## src/rtl/axis_interp_pkg.sv

```systemverilog
// Shared constants and types for the AXI4-Stream interpolator.
package axis_interp_pkg;

  // Largest log2 interpolation factor honoured by default.
  localparam int MAX_LOG_INTERP_DEF = 16;

  // Width of the log_interp control input.
  localparam int LOG_W = 5;

  // Interpolation mode encoding.
  localparam logic MODE_ZOH    = 1'b0;
  localparam logic MODE_LINEAR = 1'b1;

  // Segment sequencing: IDLE = no segment, EMIT = outputs k=0..N-1 in flight.
  typedef enum logic {
    IDLE = 1'b0,
    EMIT = 1'b1
  } state_t;

  // Clamp the requested log2 factor to the largest supported value.
  function automatic logic [LOG_W-1:0] sat_log(input logic [LOG_W-1:0] li,
                                               input int max_l);
    return (int'(li) > max_l) ? LOG_W'(max_l) : li;
  endfunction

endpackage

```

## src/rtl/axis_interp_lerp.sv

```systemverilog
// Combinational sample generator: zero-order hold or linear interpolation
// between prev and cur at step k of a 2^l step segment.
module axis_interp_lerp
  import axis_interp_pkg::*;
#(
  parameter int W    = 32,
  parameter int MAXL = MAX_LOG_INTERP_DEF
) (
  input  logic [W-1:0]     prev,
  input  logic [W-1:0]     cur,
  input  logic [MAXL:0]    k,
  input  logic [LOG_W-1:0] l,
  input  logic             mode,
  output logic [W-1:0]     sample
);

  // Product width: W+1 bit delta times a step index below 2^MAXL.
  localparam int PW = W + 1 + MAXL;

  logic signed [W:0]    delta;
  logic signed [PW-1:0] delta_x;
  logic signed [PW-1:0] k_x;
  logic signed [PW-1:0] prod;

  // delta*k >>> l floors toward -inf; the sum stays between prev and cur,
  // so truncating back to W bits never overflows.
  always_comb begin
    delta   = $signed({cur[W-1], cur}) - $signed({prev[W-1], prev});
    delta_x = {{MAXL{delta[W]}}, delta};
    k_x     = {{W{1'b0}}, k};
    prod    = delta_x * k_x;
    if (mode == MODE_LINEAR) begin
      sample = prev + W'(prod >>> l);
    end else begin
      sample = cur;
    end
  end

endmodule

```

## src/rtl/axis_interpolator.sv

```systemverilog
// AXI4-Stream upsampler: every accepted input yields 2^L outputs, either
// held (ZOH) or linearly interpolated from the previous input.
//
// Handshake: a beat moves on either side only in a cycle where both valid
// and ready are high at the rising edge of aclk; once M_AXIS_tvalid is
// raised, M_AXIS_tdata/M_AXIS_tvalid stay unchanged until M_AXIS_tready is
// seen high. S_AXIS_tready combinationally follows M_AXIS_tready on the
// last beat of a segment so the next segment starts with no gap.
module axis_interpolator
  import axis_interp_pkg::*;
#(
  parameter int AXIS_TDATA_WIDTH = 32,
  parameter int MAX_LOG_INTERP   = MAX_LOG_INTERP_DEF
) (
  input  logic                        aclk,
  input  logic                        areset,
  input  logic [LOG_W-1:0]            log_interp,
  input  logic                        mode,
  input  logic [AXIS_TDATA_WIDTH-1:0] S_AXIS_tdata,
  input  logic                        S_AXIS_tvalid,
  output logic                        S_AXIS_tready,
  output logic [AXIS_TDATA_WIDTH-1:0] M_AXIS_tdata,
  output logic                        M_AXIS_tvalid,
  input  logic                        M_AXIS_tready,
  output state_t                      dbg_state
);

  localparam int W  = AXIS_TDATA_WIDTH;
  localparam int KW = MAX_LOG_INTERP + 1;

  state_t           state;
  state_t           state_next;
  logic [KW-1:0]    k;
  logic [KW-1:0]    last_k;
  logic [KW-1:0]    lp_k;
  logic [LOG_W-1:0] l_reg;
  logic [LOG_W-1:0] l_in;
  logic [LOG_W-1:0] lp_l;
  logic             mode_reg;
  logic             lp_mode;
  logic             primed;
  logic             ready_en;
  logic             m_valid;
  logic [W-1:0]     m_data;
  logic [W-1:0]     cur;
  logic [W-1:0]     prev;
  logic [W-1:0]     lp_prev;
  logic [W-1:0]     lp_cur;
  logic [W-1:0]     lp_sample;
  logic             accept;
  logic             xfer;
  logic             seg_end;
  logic             emit_on_accept;

  assign l_in    = sat_log(log_interp, MAX_LOG_INTERP);
  assign last_k  = (KW'(1) << l_reg) - KW'(1);
  assign seg_end = (state == EMIT) && (k == last_k);
  assign xfer    = m_valid && M_AXIS_tready;
  assign accept  = S_AXIS_tvalid && S_AXIS_tready;
  // The very first linear sample after reset only primes cur.
  assign emit_on_accept = (mode == MODE_ZOH) || primed;

  // State register.
  always_ff @(posedge aclk or posedge areset) begin
    if (areset) begin
      state <= IDLE;
    end else begin
      state <= state_next;
    end
  end

  // Next-state logic: a new segment starts on accept, ends after beat N-1.
  always_comb begin
    state_next = state;
    if (accept) begin
      state_next = emit_on_accept ? EMIT : IDLE;
    end else if (xfer && seg_end) begin
      state_next = IDLE;
    end
  end

  // Output logic: take input when the output slot is free or freeing up
  // on the last beat of the current segment.
  always_comb begin
    S_AXIS_tready = ready_en && (!m_valid || (M_AXIS_tready && seg_end));
  end

  // Sample generator operands: on accept compute beat 0 of the new segment
  // from the incoming sample, otherwise the next beat of the current one.
  always_comb begin
    if (accept) begin
      lp_prev = cur;
      lp_cur  = S_AXIS_tdata;
      lp_k    = '0;
      lp_l    = l_in;
      lp_mode = mode;
    end else begin
      lp_prev = prev;
      lp_cur  = cur;
      lp_k    = k + KW'(1);
      lp_l    = l_reg;
      lp_mode = mode_reg;
    end
  end

  axis_interp_lerp #(
    .W    (W),
    .MAXL (MAX_LOG_INTERP)
  ) u_lerp (
    .prev   (lp_prev),
    .cur    (lp_cur),
    .k      (lp_k),
    .l      (lp_l),
    .mode   (lp_mode),
    .sample (lp_sample)
  );

  // Sample history, segment counter and registered output beat.
  always_ff @(posedge aclk or posedge areset) begin
    if (areset) begin
      ready_en <= 1'b0;
      primed   <= 1'b0;
      prev     <= '0;
      cur      <= '0;
      l_reg    <= '0;
      mode_reg <= MODE_ZOH;
      k        <= '0;
      m_valid  <= 1'b0;
      m_data   <= '0;
    end else begin
      ready_en <= 1'b1;
      if (accept) begin
        prev     <= cur;
        cur      <= S_AXIS_tdata;
        l_reg    <= l_in;
        mode_reg <= mode;
        primed   <= 1'b1;
        k        <= '0;
        m_valid  <= emit_on_accept;
        if (emit_on_accept) begin
          m_data <= lp_sample;
        end
      end else if (xfer) begin
        if (seg_end) begin
          m_valid <= 1'b0;
          k       <= '0;
        end else begin
          k      <= k + KW'(1);
          m_data <= lp_sample;
        end
      end
    end
  end

  assign M_AXIS_tdata  = m_data;
  assign M_AXIS_tvalid = m_valid;
  assign dbg_state     = state;

endmodule

```

## config.mk

```make
export PLATFORM = sky130hd
export DESIGN_NAME = axis_interpolator
export DESIGN_NICKNAME = d
export VERILOG_FILES = /design/src/rtl/axis_interp_pkg.sv /design/src/rtl/axis_interp_lerp.sv /design/src/rtl/axis_interpolator.sv
export SDC_FILE = /design/constraint.sdc
export NUM_CORES = 2
export LEC_CHECK = 0
export CAP_MARGIN = 20
export CORE_ASPECT_RATIO = 1.25
export CORE_MARGIN = 4
export CORE_UTILIZATION = 60
export CTS_CLUSTER_DIAMETER = 60
export DETAILED_ROUTE_END_ITERATION = 10
export PLACE_DENSITY = 0.88
export REMOVE_ABC_BUFFERS = 1
export SYNTH_ARGS = -nofsm -noshare
export SYNTH_HDL_FRONTEND = slang
export SYNTH_SLANG_ARGS = --single-unit
```

## constraint.sdc

```tcl
create_clock -name aclk -period 26.8 [get_ports aclk]
set_input_delay 5.36 -clock aclk [delete_from_list [all_inputs] [get_ports aclk]]
set_output_delay 5.36 -clock aclk [all_outputs]
set_load 0.02 [all_outputs]
```

==> results_dict.tcl <==
set metrics [dict create \
    die_h_um 264 \
    grt_max_degree 73 \
    core_area_mm2 0.0517 \
    met1Wirelength_um 33700 \
    synthAdderAreaFrac_pct 40.6 \
    yosys-top-cells-area "fa_1 34%, dfrtp_1 9.8%, inv_1 7.4%" \
    post_synth_num_cell_types 113 \
    met2WireLength_um 45900 \
    gp_congestion 1.02 \
    drive_gt1_share_pct 5.44 \
    clockRootBuffer "clkbuf_16" \
    holdCritPathClass "reg2reg" \
    yosysWarningCount 0 \
    syn_inst 3828 \
    setup_viol 0 \
    postCtsSetupBuffers 0 \
    nets 4556 \
    hold_buffers 0 \
    outcome "finished, final reports clean" \
    highest_layer "met4" \
    finalHoldViolCount 0 \
    layout_min_cycle_time_ns 24.25 \
    synth_mux_area_share_pct 3.72 \
    instances_no_fill 4490 \
    fin_ws_ns 2.55 \
    ys_ff_latch 123 \
    area_growth_pct 6.58 \
    postLayoutCoreUtil_pct 64.7 \
    synth_top_family_by_area "adder cells" \
    synth_async_sr_flop_share_pct 100 \
    yosys.area.top_type "fa_1" \
    clk_latency_ns 0.44 \
    final-max-slew-violation-count 0 \
    antenna_found_initial 0 \
    antenna_left 0 \
    synth_compound_area_share_pct 13.1 \
    path_clk_slew_ns 0.06 \
    ys_seq_area_share_pct 9.82 \
    antennaDiodeCount 0 \
    post_drt_via_cell_ratio 6.32 \
    fin_crit_sh_pct 90.5 \
    grt_pass1_vias 29700 \
    maxCapViolations 0 \
    fmax_mhz 41.2 \
    port_buffers 76 \
    synth_top_area_share_pct 33.6 \
    yosys.area_share.simple_pct 18.6 \
    arrival_ns 24.58 \
    die_w_um 212 \
    place_inst 4454 \
    worstSetupPathType "in2reg" \
    dr_wl_met3_um 11200 \
    syn_avg_cell_area_um2 8.19 \
    route.vias.total 28400 \
    pre_cts_ws_ns 2.80 \
    drt_iter0_drc 3315 \
    critPathLaunchType "input pin" \
    synth_ff_type "dfrtp_1" \
    die_area_mm2 0.0560 \
    h-tree-depth 4 \
    synth_area_mm2 0.0314 \
    grt_pass1_wl_um 158000 \
    synth-edff-count 0 \
    tightest_slew_ns 1.25 \
    cp-end-kind "flip-flop" \
    drc_errors 0 \
    cts_buffer_depth 2 \
    fillers 4155 \
    max_stage_delay_ns 0.80 \
    synth_xor_area_share_pct 4.18 \
    slew_headroom_pct 15.9 \
    skew_ns 0.0112 \
    wl_per_cell_um 22.3 \
    fin_tns_setup_ns 0 \
    worst_ep_required_time_ns 27.13 \
    wirelength_um 100000 \
    top_level_ports 77 \
    start_util_pct 60.7 \
    track_usage_pct 36.0 \
    cts_resized 0 \
    dpl.hpwl_um 79700 \
    crit_family "compound AO/OA/AOI/OAI gates" \
    rsz0062_at_grt "no" \
    cts_tree "built" \
    worst-path-buf-inv 6 \
    worstPathMaxFanout 67 \
    grt-ovfl-total 0 \
    cts_buffers 17 \
    crit_slowest_cell "xor2_1" \
    drtPass1Iterations 8 \
    placementRows 93 \
    cts_sinks 123 \
]
[worst min-delay path, cell delays in order, from the launching register on]
cell	delay [ns]
dfrtp_1	0.35
nand2_1	0.05
o21ai_0	0.06
[area by class of cell]
cell class / count / area (um^2) / share of cell area [%]
multi-input combinational: 2896 / 25300 / 75.6
clock buffer: 18 / 429 / 1.28
tap: 665 / 832 / 2.49
inverter: 624 / 2340 / 7.02
clock inverter: 13 / 121 / 0.363
timing repair buffer: 151 / 1340 / 4.02
sequential: 123 / 3080 / 9.21
[kinds of logic (layout without fill, tap and decap cells)]
group | count (synthesis) | after routing
compound gates | 629 | 629
xor+xnor | 148 | 148
fa+ha+maj | 703 | 703
buf+inv | 809 | 806
flops | 123 | 123
mux | 110 | 110
other cells | 1 | 1
simple gates | 1305 | 1305
[per-stage QoR]
stage | hold WS [ns] | instance area, um^2
after floorplan | 0.440 | 30600
after global placement | 0.465 | 32800
after detailed placement | 0.474 | 32800
after CTS | 0.488 | 33400
after global routing | 0.508 | 33400
final | 0.487 | 33400
[synthesized netlist by cell type, types with 8 or more instances]
cell type	instances
inv_1	620
nand2_1	550
fa_1	526
nor2_1	413
a21oi_1	178
ha_1	175
o21ai_0	144
clkbuf_1	139
dfrtp_1	123
xnor2_1	98
mux2i_1	87
nand3_1	50
nor3_1	49
xor2_1	49
a21o_1	46
o211ai_1	36
a211oi_1	35
and2_1	32
or3_1	32
and3_1	28
nand2b_1	26
nor2b_1	22
buf_2	20
o21bai_1	20
mux2_2	19
buf_1	18
o22ai_1	17
nand4_1	15
or2_2	15
a31oi_1	14
nor4_1	13
o31ai_1	13
o21a_1	12
o311ai_0	9
a211o_1	8
nand3b_1	8
o21ai_1	8
[path summary, 6_finish.rpt]
kind	start	to	slack, ns	cells after the start
max	M_AXIS_tready	M_AXIS_tdata[29]	2.55	70
min reg2reg	M_AXIS_tdata[2]	M_AXIS_tdata[2]	0.49	2
min in group asynchronous	areset	cur[31]	5.37	2
max reg2reg	l_reg[2]	M_AXIS_tdata[29]	5.26	74
max in group asynchronous	areset	prev[6]	20.03	3
min	M_AXIS_tdata[2]	M_AXIS_tdata[2]	0.49	2
[routing by layer]
metal	GRT usage, %	vias to the layer above
li1	-	12200
met1	42.5	13700
met2	57.3	1853
met3	9.27	555
met4	24.9	0
met5	0	-
[cell usage in the layout (no fill, tap or decap), types with 46 or more instances in the layout]
cell               n
a21o_1            46
a21oi_1          178
buf_4             74
clkdlybuf4s50_1   76
dfrtp_1          123
fa_1             526
ha_1             175
inv_1            619
mux2i_1           85
nand2_1          548
nand3_1           50
nor2_1           405
nor3_1            49
o21ai_0          144
xnor2_1           97
xor2_1            46
Power is not shown: default switching activity piles up to over one toggle a cycle in this logic, so the estimate is an artifact.
